**src/rtl/ar_tag_slice.sv**
```systemverilog
// AR request slice: tags each accepted read-address request with the lowest free
// tag from a busy bitmap, and buffers it in an output register backed by one skid register.
module ar_tag_slice #(
  parameter int ID_WIDTH   = 4,
  parameter int ADDR_WIDTH = 32,
  parameter int LEN_WIDTH  = 8,
  parameter int TAG_WIDTH  = 4,
  parameter int NUM_TAGS   = 16
) (
  input  logic                  clk,
  input  logic                  rst_n,
  // upstream request, untagged
  input  logic                  s_valid,
  input  logic [ID_WIDTH-1:0]   s_id,
  input  logic [ADDR_WIDTH-1:0] s_addr,
  input  logic [LEN_WIDTH-1:0]  s_len,
  input  logic [2:0]            s_size,
  input  logic [1:0]            s_burst,
  input  logic [3:0]            s_qos,
  output logic                  s_ready,
  // downstream request, tagged
  output logic                  m_valid,
  output logic [ID_WIDTH-1:0]   m_id,
  output logic [ADDR_WIDTH-1:0] m_addr,
  output logic [LEN_WIDTH-1:0]  m_len,
  output logic [2:0]            m_size,
  output logic [1:0]            m_burst,
  output logic [3:0]            m_qos,
  output logic [TAG_WIDTH-1:0]  m_tagid,
  input  logic                  m_ready,
  // tag retirement
  input  logic                  rel_valid,
  input  logic [TAG_WIDTH-1:0]  rel_tag,
  // status
  output logic [TAG_WIDTH:0]    free_cnt,
  output logic                  rel_err
);

  localparam logic [TAG_WIDTH:0] CNT_INIT = (TAG_WIDTH+1)'(NUM_TAGS);
  localparam logic [TAG_WIDTH:0] CNT_ONE  = (TAG_WIDTH+1)'(1);

  typedef struct packed {
    logic [ID_WIDTH-1:0]   id;
    logic [ADDR_WIDTH-1:0] addr;
    logic [LEN_WIDTH-1:0]  len;
    logic [2:0]            size;
    logic [1:0]            burst;
    logic [3:0]            qos;
    logic [TAG_WIDTH-1:0]  tag;
  } req_t;

  req_t                  out_q, out_d;
  req_t                  skid_q, skid_d;
  req_t                  new_req;
  logic                  out_valid_q, out_valid_d;
  logic                  skid_valid_q, skid_valid_d;
  logic [NUM_TAGS-1:0]   busy_q, busy_d;
  logic [TAG_WIDTH:0]    free_cnt_q, free_cnt_d;
  logic                  rel_err_q, rel_err_d;
  logic                  live_q;

  logic [TAG_WIDTH-1:0]  alloc_tag;
  logic                  rel_hit;
  logic                  rel_ok;
  logic                  accept;
  logic                  pop;

  // live_q keeps s_ready low during reset and rises on the first edge after it.
  assign s_ready = live_q && !skid_valid_q && (free_cnt_q != '0);
  assign accept  = s_valid && s_ready;
  assign pop     = out_valid_q && m_ready;

  // Lowest-index free tag; only used when free_cnt != 0, so one always exists.
  always_comb begin
    // NOTE: every combinational output gets a default first so no latch is inferred.
    alloc_tag = '0;
    for (int i = NUM_TAGS - 1; i >= 0; i--) begin
      if (!busy_q[i]) alloc_tag = TAG_WIDTH'(i);
    end
  end

  // A release is legal only for an in-range tag that is currently busy.
  always_comb begin
    rel_hit = 1'b0;
    for (int i = 0; i < NUM_TAGS; i++) begin
      if (rel_tag == TAG_WIDTH'(i)) rel_hit = busy_q[i];
    end
  end

  assign rel_ok = rel_valid && rel_hit;

  always_comb begin
    new_req.id    = s_id;
    new_req.addr  = s_addr;
    new_req.len   = s_len;
    new_req.size  = s_size;
    new_req.burst = s_burst;
    new_req.qos   = s_qos;
    new_req.tag   = alloc_tag;
  end

  // Bitmap, counter and sticky error; allocation sees the pre-release bitmap.
  always_comb begin
    busy_d = busy_q;
    for (int i = 0; i < NUM_TAGS; i++) begin
      if (accept && alloc_tag == TAG_WIDTH'(i)) busy_d[i] = 1'b1;
      if (rel_ok && rel_tag == TAG_WIDTH'(i))   busy_d[i] = 1'b0;
    end

    unique case ({accept, rel_ok})
      2'b10:   free_cnt_d = free_cnt_q - CNT_ONE;
      2'b01:   free_cnt_d = free_cnt_q + CNT_ONE;
      default: free_cnt_d = free_cnt_q;
    endcase

    rel_err_d = rel_err_q || (rel_valid && !rel_hit);
  end

  // Buffer steering. A full skid forces s_ready low, so a skid refill and
  // an accept never happen in the same cycle.
  always_comb begin
    out_d        = out_q;
    out_valid_d  = out_valid_q;
    skid_d       = skid_q;
    skid_valid_d = skid_valid_q;

    if (pop && skid_valid_q) begin
      out_d        = skid_q;
      out_valid_d  = 1'b1;
      skid_valid_d = 1'b0;
    end else if (accept && (!out_valid_q || pop)) begin
      out_d       = new_req;
      out_valid_d = 1'b1;
    end else if (accept) begin
      skid_d       = new_req;
      skid_valid_d = 1'b1;
    end else if (pop) begin
      out_valid_d = 1'b0;
    end
  end

  always_ff @(posedge clk or negedge rst_n) begin
    if (!rst_n) begin
      // NOTE: payload registers are reset as well, because m_* must read zero during reset.
      out_q        <= '0;
      skid_q       <= '0;
      out_valid_q  <= 1'b0;
      skid_valid_q <= 1'b0;
      busy_q       <= '0;
      free_cnt_q   <= CNT_INIT;
      rel_err_q    <= 1'b0;
      live_q       <= 1'b0;
    end else begin
      // NOTE: state registers use non-blocking assignments so all update together at the edge.
      out_q        <= out_d;
      skid_q       <= skid_d;
      out_valid_q  <= out_valid_d;
      skid_valid_q <= skid_valid_d;
      busy_q       <= busy_d;
      free_cnt_q   <= free_cnt_d;
      rel_err_q    <= rel_err_d;
      live_q       <= 1'b1;
    end
  end

  assign m_valid  = out_valid_q;
  assign m_id     = out_q.id;
  assign m_addr   = out_q.addr;
  assign m_len    = out_q.len;
  assign m_size   = out_q.size;
  assign m_burst  = out_q.burst;
  assign m_qos    = out_q.qos;
  assign m_tagid  = out_q.tag;
  assign free_cnt = free_cnt_q;
  assign rel_err  = rel_err_q;

endmodule

```
**config.mk**
```make
export PLATFORM = sky130hd
export DESIGN_NAME = ar_tag_slice
export DESIGN_NICKNAME = d
export VERILOG_FILES = /design/src/rtl/ar_tag_slice.sv
export SDC_FILE = /design/constraint.sdc
export NUM_CORES = 1
export LEC_CHECK = 0
export BUFFER_PORTS_ARGS = -buffer_cell sky130_fd_sc_hd__buf_2
export CAP_MARGIN = 20
export CORE_ASPECT_RATIO = 1.1
export CORE_MARGIN = 5
export CORE_UTILIZATION = 55
export DETAILED_ROUTE_END_ITERATION = 16
export PLACE_DENSITY = 0.8
export SETUP_SLACK_MARGIN = 0.3
export SYNTH_ARGS = -nofsm -noshare
export SYNTH_HDL_FRONTEND = slang
export SYNTH_SLANG_ARGS = --single-unit
```
**constraint.sdc**
```tcl
create_clock -name clk -period 3.35 [get_ports clk]
set_input_delay 0.5025 -clock clk [delete_from_list [all_inputs] [get_ports clk]]
set_output_delay 0.5025 -clock clk [all_outputs]
set_load 0.05 [all_outputs]
```
==> results.yml, run 1 <==
power_and_ir_drop:
  p_seq_share_pct: 41.9
  max-vdd-ir-drop_uv: 667.6
  sw_frac_of_total_pct: 25.67
  powerDensity_mw_per_mm2: 548.2
  power_report.internal_total_w: 0.003160
  clkPwrFrac_pct: 47.2
  p_switching_w: 0.001092
  p_comb_share_pct: 10.9
  power.leakage_nw: 4.145
drt:
  drt_iter0_markers: 435
  vias_per_cell: 5.761
  wire_per_inst_um: 18.02
  drc: 0
  dr.pass1.iters: 6
  drtAntennaViolNets: 0
  routed_wl_mm: 15.58
  vias: 4983
placed_design:
  place_hpwl_mm: 10.59
  gp_congestion: 0.9032
  post-place-ws_ns: 0.01206
  placed_cell_area_mm2: 0.007084
  numPortBuffers: 126
sta:
  fin_ws_ns: 0.4673
  relSlewSlack_pct: 46.36
  hold_viol: 0
  grt_setup_unrepaired: "false"
  max_freq_mhz: 346.9
  final.setup_skew_ns: 0.007807
  whs_ns: 0.1620
  fin_crit_ns: 2.883
  min_period_over_period_pct: 86.05
  setup_viol: 0
  slew_viol_final: 0
  tightest_slew_ns: 0.8046
  fin_tns_setup_ns: 0
grt:
  grt_max_degree: 88
  antenna_found_initial: 1
  grt_usage_pct: 24.00
  gr-total-overflow: 0
  grt_pass1_wl_mm: 26.18
  grt_pass1_vias: 5123
finish:
  final_common_cell: "dfrtp_1"
  final_core_utilization_pct: 70.43
  final_cell_mix: "dfrtp_1, nand2_1, buf_2"
  diodes: 0
  drive_gt1_share_pct: 35.38
  design_area_mm2: 0.007755
  fillers: 808
  multi_input_area_mm2: 0.002549
  area_growth_pct: 24.86
  register_area_mm2: 0.003480
  nets: 772
die:
  num_io_pins: 127
  die_height_um: 121.5
  dieArea_mm2: 0.01352
  row_count: 40
  initial_utilization_pct: 56.41
  dieWidth_um: 111.3
  coreArea_mm2: 0.01101
yosys:
  ys_types: 57
  avgSynthCellArea_um2: 10.88
  synth_top_area_cell: "dfrtp_1"
  synth.area.top_cells: "dfrtp_1, mux2_2, nand2_1"
  synthFlopType: "dfrtp_1"
  synth.cell_area_mm2: 0.006211
  synth_cells: 571
  ys.warnings.count: 0
  synth_fp_nets: 638
  yosysSeqAreaShare_pct: 56.02
  synth-edff-count: 0
  synth_top_area_share_pct: 55.60
  async_flop_share_pct: 100.0
  ys_ff_latch: 139
clock_tree:
  hold_buffers: 0
  clock-sinks: 139
  htree_levels: 4
  root_buffer: "clkbuf_16"
  cts_tree: "built"
  clock_latency_ns: 0.41
  clk_pin_slew_ns: 0.06
  clock_path_buffers: 2
  numCtsBuffers: 17
setup_path:
  cp.required_ns: 3.69
  cp-end-kind: "register"
  path_cells: "or3b_2 -> o211ai_1 -> nand3_1 -> and3_1 -> a21oi_2 -> a211o_1 -> ha_2 -> inv_2 -> fa_2 -> a21o_1 -> a21oi_2 -> xnor2_1 -> nor2_1 -> xor2_1"
  path_buf_inv: 1
  start_kind: "register"
  cpLargestDelayFamily: "simple AND/OR/NAND/NOR gates"
  worstPathArrival_ns: 3.22
  cp_max_fo: 3
  crit_path_max_incr_delay_ns: 0.44
  cpMaxStageDelayCell: "or3b_2"
  cpMostUsedCell: "a21oi_2"
  crit_type: "reg -> reg"
worst_hold_path:
  hold_class: "in -> async"
status:
  status: "complete, no violations"
flow_run:
  max_cap_viol_count: 0
[worst reg2reg max path: stages (launching register included)]
cell      delay (ns)
dfrtp_1         0.35
or3b_2          0.44
o211ai_1        0.13
nand3_1         0.10
and3_1          0.17
a21oi_2         0.18
a211o_1         0.15
ha_2            0.18
inv_2           0.05
fa_2            0.34
a21o_1          0.19
a21oi_2         0.14
xnor2_1         0.08
nor2_1          0.14
xor2_1          0.16
[sequential cells by signal, indices dropped and copies added, names as in the netlist]
| name | cells |
|---|---|
| free_cnt | 5 |
| rel_err | 1 |
| skid_q | 57 |
| m_len | 8 |
| m_addr | 32 |
| busy_q | 16 |
| m_qos | 4 |
| m_size | 3 |
| skid_valid_q | 1 |
| m_tagid | 4 |
| m_burst | 2 |
| m_id | 4 |
| m_valid | 1 |
| live_q | 1 |
[per-layer routing]
layer | wire length [µm] | vias up | global-route usage, % | share of wire [%]
met5 | 13 | - | 0 | 0.083
met4 | 259 | 2 | 8.213 | 1.7
met3 | 1039 | 31 | 6.085 | 6.7
met2 | 7736 | 192 | 38.99 | 50
met1 | 6533 | 2446 | 31.62 | 42
li1 | - | 2312 | - | -
[layout make-up]
cell class	instances	share of cell area (%)
Sequential cell	139	44.87
Clock buffer	18	5.534
Clock inverter	14	2.711
Timing Repair Buffer	151	11.12
Multi-Input combinational cell	385	32.87
Inverter	11	0.5324
Tap cell	147	2.372
[metrics by stage]
stage | total power (W) | instances
finish | 0.004252 | 865
global route | 0.004415 | 865
CTS | 0.004266 | 863
detailed placement | 0.002257 | 831
global placement | 0.002239 | 831
floorplan | 0.002068 | 571
[timing repair]
action	4_1_cts	5_1_grt
pin swaps	0	5
resized for setup	1	5
buffers inserted	0	2
cloned	0	0
setup endpoints to repair	1	2
[final timing paths]
path	cells past startpoint	start	endpoint	slack [ns]
max	14	busy_q[8]	free_cnt[4]	0.47
min	1	rst_n	m_len[1]	0.16
max reg2reg	14	busy_q[8]	free_cnt[4]	0.47
min reg2reg	2	m_len[1]	m_len[1]	0.47
max in group asynchronous	2	rst_n	m_addr[30]	2.42
min in group clk	3	s_size[2]	m_size[2]	0.31
[cell families (layout without fill, tap and decap cells)]
kind of cell,Yosys count,in the layout,share of synthesized area (%)
flip-flops,139,139,56.02
other,1,1,0.06038
adder cells (fa/ha/maj),5,5,1.128
XOR/XNOR,5,5,0.7052
multiplexers,56,56,10.13
AO/OA/AOI/OAI,136,136,15.51
AND/OR/NAND/NOR,182,182,13.01
buffers and inverters,47,194,3.425
[power groups by stage]
stage,clock (W),sequential [W],combinational [W]
5_1_grt,0.00212,0.00179,0.000509
4_1_cts,0.00204,0.00178,0.000451
3_3_place_gp,0,0.00181,0.000432
2_1_floorplan,0,0.00190,0.000167
6_report,0.00201,0.00178,0.000462
3_5_place_dp,0,0.00181,0.000449
[cell usage after synthesis (all sizes together) (2+ instances only)]
| master | count |
|---|---|
| o2bb2ai | 2 |
| nor2b | 9 |
| o21ai | 17 |
| nand4 | 7 |
| nor2 | 13 |
| xor2 | 2 |
| nor3 | 2 |
| a21o | 4 |
| mux2 | 55 |
| and2 | 4 |
| nand2b | 2 |
| inv | 11 |
| nand3 | 3 |
| a221o | 2 |
| nor3b | 2 |
| ha | 4 |
| dfrtp | 138 |
| buf | 12 |
| a21oi | 17 |
| a41oi | 5 |
| and3 | 4 |
| nand2 | 128 |
| a32oi | 3 |
| o211ai | 2 |
| a22oi | 55 |
| a21boi | 3 |
| a31oi | 15 |
| xnor2 | 3 |
| clkbuf | 24 |
(Power assumes the default switching activity.)
==> run 2, diff against run 1 <==
- ABC_AREA: default -> 1
==> results.yml, run 2 <==
yosys:
  synthFlopType: "dfrtp_1"
  synth_cells: 765
  synth.cell_area_mm2: 0.006355
  synth_common_cells: "nand2_1, dfrtp_1, inv_1"
  async_flop_share_pct: 100.0
  synth_fp_nets: 832
  synth_top_area_share_pct: 54.34
  avgSynthCellArea_um2: 8.307
  ys_types: 34
  synth.area.top_cells: "dfrtp_1, nand2_1, inv_1"
  synth_top_area_cell: "dfrtp_1"
  ys.warnings.count: 0
  synth_most_common_cell: "nand2_1"
  synth-edff-count: 0
  yosysSeqAreaShare_pct: 54.75
  ys_ff_latch: 139
die:
  dieArea_mm2: 0.01381
  dieWidth_um: 112.5
  initial_utilization_pct: 55.80
  die_height_um: 122.7
  coreArea_mm2: 0.01139
  row_count: 41
  num_io_pins: 127
placed_design:
  numPortBuffers: 126
  post-place-ws_ns: 0.2661
  dp.cells: 1015
  place_hpwl_mm: 9.923
  gp_congestion: 0.8531
clock_tree:
  post-cts-setup-buffers: 0
  clock-sinks: 139
  clock_latency_ns: 0.41
  cts_resized: 0
  root_buffer: "clkbuf_16"
  htree_levels: 4
  cts_tree: "built"
  clk_pin_slew_ns: 0.06
  hold_buffers: 0
  clock_path_buffers: 2
  numCtsBuffers: 17
sta:
  final.setup_skew_ns: 0.008090
  slew_viol_final: 0
  setup_viol: 0
  fin_crit_ns: 2.719
  tightest_slew_ns: 1.021
  min_period_over_period_pct: 81.15
  fin_ws_ns: 0.6313
  hold_viol: 0
  whs_ns: 0.05184
  grt_setup_unrepaired: "false"
  fin_tns_setup_ns: 0
  max_freq_mhz: 367.8
  relSlewSlack_pct: 31.68
setup_path:
  cpLargestDelayFamily: "simple AND/OR/NAND/NOR gates"
  cp-end-kind: "register"
  cpMostUsedCell: "nand2_1"
  cp.required_ns: 3.69
  path_cells: "nand3_1 -> nand2_1 -> nor2_1 -> nand2_1 -> nand2_1 -> nand4_1 -> nand2_1 -> nand4_1 -> nand2_1 -> nand4_2 -> nand2_1 -> inv_1 -> ha_1 -> inv_1 -> ha_1 -> a21o_1 -> a31oi_1 -> nor2_1 -> nor2_1 -> xor2_1"
  crit_path_max_incr_delay_ns: 0.44
  cpMaxStageDelayCell: "dfrtp_1"
  reg2reg_setup_slack_ns: 0.63
  crit_type: "reg -> reg"
  path_buf_inv: 2
  worstPathArrival_ns: 3.06
  start_kind: "register"
  cp_max_fo: 5
grt:
  grt_pass1_vias: 5122
  gr-total-overflow: 0
  grt_use_met2_pct: 35.51
  top_usage_layer: "met2"
  grtUsageMet1_pct: 29.75
  antenna_found_initial: 0
  grt_max_degree: 91
  grt_usage_pct: 21.94
  grt_pass1_wl_mm: 24.52
  grt_use_met3_pct: 4.635
drt:
  drtAntennaViolNets: 0
  vias: 5381
  drt_iter0_markers: 412
  wire_per_inst_um: 13.99
  vias_per_cell: 5.139
  drc: 0
  routed_wl_mm: 14.65
  dr.pass1.iters: 5
finish:
  nets: 951
  multi_input_area_mm2: 0.002340
  diodes: 0
  register_area_mm2: 0.003480
  area_growth_pct: 20.22
  top_register: "skid_q"
  final_cell_mix: "nand2_1, dfrtp_1, buf_2"
  stdcell_count: 1047
  drive_gt1_share_pct: 19.29
  largest_reg_flops: 57
  fillers: 982
  final_common_cell: "nand2_1"
power_and_ir_drop:
  power.leakage_nw: 4.155
  max-vdd-ir-drop_uv: 599.0
  power_w: 0.008042
  powerDensity_mw_per_mm2: 1053
flow_run:
  max_cap_viol_count: 0
status:
  status: "complete, no violations"
worst_hold_path:
  hold_class: "in -> async"
[run 2: changes by cell type after synthesis, moves of 20 or more]
| cell | previous run | this run |
|---|---|---|
| inv_1 | 11 | 90 |
| o211ai_1 | 2 | 32 |
| o21ai_1 | 1 | 32 |
| nand2_1 | 128 | 304 |
| nand3_1 | 2 | 34 |
| a22oi_1 | 55 | 25 |
| nor2_1 | 11 | 31 |
| mux2_2 | 55 | 0 |
[run 2: report_power, final]
group / switching, W / internal (W) / leakage (nW) / total (W)
registers: 0.000463 / 0.00244 / 1.72 / 0.00291
clock network: 0.000715 / 0.00105 / 0.265 / 0.00177
logic: 0.00248 / 0.000887 / 2.17 / 0.00337
total: 0.00366 / 0.00438 / 4.16 / 0.00804
[run 2: path summary, 6_finish.rpt]
path / from / to / cells after the start
worst max-delay path: busy_q[1] / free_cnt[4] / 20
worst min-delay path: rst_n / m_len[6] / 1
worst max register to register: busy_q[1] / free_cnt[4] / 20
worst min register to register: skid_q[51] / skid_q[51] / 2
max in group asynchronous: rst_n / skid_q[44] / 2
min in group clk: s_len[7] / skid_q[20] / 3
[run 2: logic make-up after synthesis]
group,count (synthesis),synth area share [%]
AO/OA/AOI/OAI,112,11.46
XOR/XNOR,2,0.2757
adder cells (fa/ha/maj),5,1.103
buffers and inverters,127,8.545
flip-flops,139,54.75
other,1,0.05901
AND/OR/NAND/NOR,379,23.80
[run 2: metrics by stage]
step	util, %	area [µm²]
4_1_cts	67.08	7640
3_3_place_gp	62.13	7076
6_report	67.08	7640
5_1_grt	67.08	7640
2_1_floorplan	-	6355
3_5_place_dp	62.13	7076
[run 2: layer usage]
metal  vias to the layer above  routed length [µm]
li1                       2671                   -
met1                      2539                6548
met2                       153                7070
met3                        18                 829
met4                         0                 197
met5                         -                   0
[run 2: cell type report]
class / count / area share [%]
clock inverters: 11 / 1.490
clock buffers: 21 / 5.896
repair buffers: 132 / 9.253
flip-flops and latches: 139 / 45.55
inverters: 95 / 4.733
multi-input cells: 499 / 30.63
well taps: 150 / 2.457
==> run 3, diff against run 2 <==
- clock period: 3.35 -> 2.82 ns (I/O delays scaled with it)
==> results.yml, run 3 (synthesis gave the netlist of run 2 again) <==
status:
  status: "complete, no violations"
finish:
  final_common_cell: "nand2_1"
  nets: 961
  final_core_utilization_pct: 68.84
  stdcell_count: 1057
  top_register: "skid_q"
  final_cell_mix: "nand2_1, dfrtp_1, buf_2"
  largest_reg_flops: 57
  area_growth_pct: 23.37
  diodes: 0
  drive_gt1_share_pct: 22.27
placed_design:
  gp_congestion: 0.8749
  dp.cells: 1020
  place_hpwl_mm: 10.17
  numPortBuffers: 126
flow_run:
  max_cap_viol_count: 0
drt:
  wire_per_inst_um: 14.29
  drtAntennaViolNets: 0
  vias: 5464
  drc: 0
  routed_wl_mm: 15.11
  drt_iter0_markers: 436
  dr.pass1.iters: 5
  vias_per_cell: 5.169
power_and_ir_drop:
  max-vdd-ir-drop_uv: 742.6
  power.leakage_nw: 4.220
  power_w: 0.009822
  clkPwrFrac_pct: 22.8
  sw_frac_of_total_pct: 44.79
  powerDensity_mw_per_mm2: 1253
  p_comb_share_pct: 42.1
  power_report.internal_total_w: 0.005422
  p_switching_w: 0.004400
  p_seq_share_pct: 35.2
setup_path:
  cp.required_ns: 3.16
  crit_type: "reg -> reg"
  cp_max_fo: 4
  worstPathArrival_ns: 2.85
  reg2reg_depth: 21
  cp-end-kind: "register"
  start_kind: "register"
die:
  num_io_pins: 127
  die_height_um: 122.7
  initial_utilization_pct: 55.80
  row_count: 41
  coreArea_mm2: 0.01139
  dieArea_mm2: 0.01381
  dieWidth_um: 112.5
grt:
  gr-total-overflow: 0
  antenna_found_initial: 0
  grt_usage_pct: 22.59
  grt_max_degree: 91
  grt_pass1_vias: 5356
  grt_pass1_wl_mm: 25.22
worst_hold_path:
  whs_path_depth: 3
  hold_class: "in -> reg"
clock_tree:
  clock-sinks: 139
  clk_pin_slew_ns: 0.06
  numCtsBuffers: 17
  root_buffer: "clkbuf_16"
  clock_path_buffers: 2
  clock_latency_ns: 0.41
  cts_tree: "built"
  htree_levels: 4
sta:
  whs_ns: 0.2325
  setup_viol: 0
  final.setup_skew_ns: 0.009439
  grt_setup_unrepaired: "true"
  max_freq_mhz: 398.7
  relSlewSlack_pct: 42.68
  hold_viol: 0
  fin_crit_ns: 2.508
  tightest_slew_ns: 0.8598
  min_period_over_period_pct: 88.94
  slew_viol_final: 0
## run 3: changes by cell type in the layout (fill, tap and decap cells not counted), sizes merged
cell         delta
dlygate4sd3     +1
buf             +9
bufinv          +2
clkbuf          -2
## run 3: routing by layer
metal	up-vias	wire, µm	GRT usage (%)
met5	-	0	0
met4	0	337	8.264
met3	29	760	4.684
met2	166	7458	37.30
met1	2581	6549	29.77
li1	2688	-	-
## run 3: worst max-delay path, cell delays in order, from the launching register on
cell and delay (ns):
dfrtp_1 0.40, nand3_1 0.09, nand2_1 0.05, nor2_1 0.09, nand2_1 0.06, nand2_1 0.06
nand4_1 0.07, nand2_1 0.08, nand4_1 0.10, nand2_2 0.09, nand4_4 0.07, nand2_1 0.06
inv_1 0.04, ha_2 0.19, inv_4 0.09, ha_4 0.21, a21o_1 0.15, a31oi_1 0.18
nand2_1 0.08, nand2_1 0.06, nor2_1 0.05, xor2_1 0.15
## run 3: repair_timing
item,CTS,global route
gates cloned,0,0
gates resized for setup,0,4
pin swaps,3,4
endpoints found under the setup margin,2,2
hold buffers,1,0
endpoints found under the hold margin,52,0
setup buffers,4,0
## run 3: layout make-up
cell class	count	area, µm²
inverters	95	381.6
repair buffers	142	772.0
clock buffers	19	432.9
multi-input cells	499	2420
clock inverters	13	166.4
well taps	150	187.7
flip-flops and latches	139	3480
fillers	921	3548
## run 3: final timing paths
path / from / end / slack, ns
worst min-delay path: s_addr[15] / skid_q[36] / 0.23
worst min register to register: skid_q[36] / skid_q[36] / 0.47
worst max-delay path: busy_q[1] / free_cnt[4] / 0.31
max in group asynchronous: rst_n / skid_q[43] / 1.42
min in group asynchronous: rst_n / m_addr[0] / 0.54
worst max register to register: busy_q[1] / free_cnt[4] / 0.31
## run 3: power groups by stage
stage	Clock (W)	Sequential, W	Combinational [W]
after global routing	0.00236	0.00357	0.00452
after CTS	0.00226	0.00345	0.00414
after floorplan	0	0.00481	0.00170
after detailed placement	0	0.00348	0.00407
after global placement	0	0.00345	0.00400
final	0.00224	0.00346	0.00413
## run 3: through the flow
stage	setup slack [ns]	TNS [ns]	area [µm²]
3_3_place_gp	0.009582	0	7187
3_5_place_dp	-0.05316	-0.05316	7187
2_1_floorplan	0.2203	0	6447
5_1_grt	0.09908	0	7840
6_report	0.3118	0	7840
4_1_cts	0.3027	0	7826
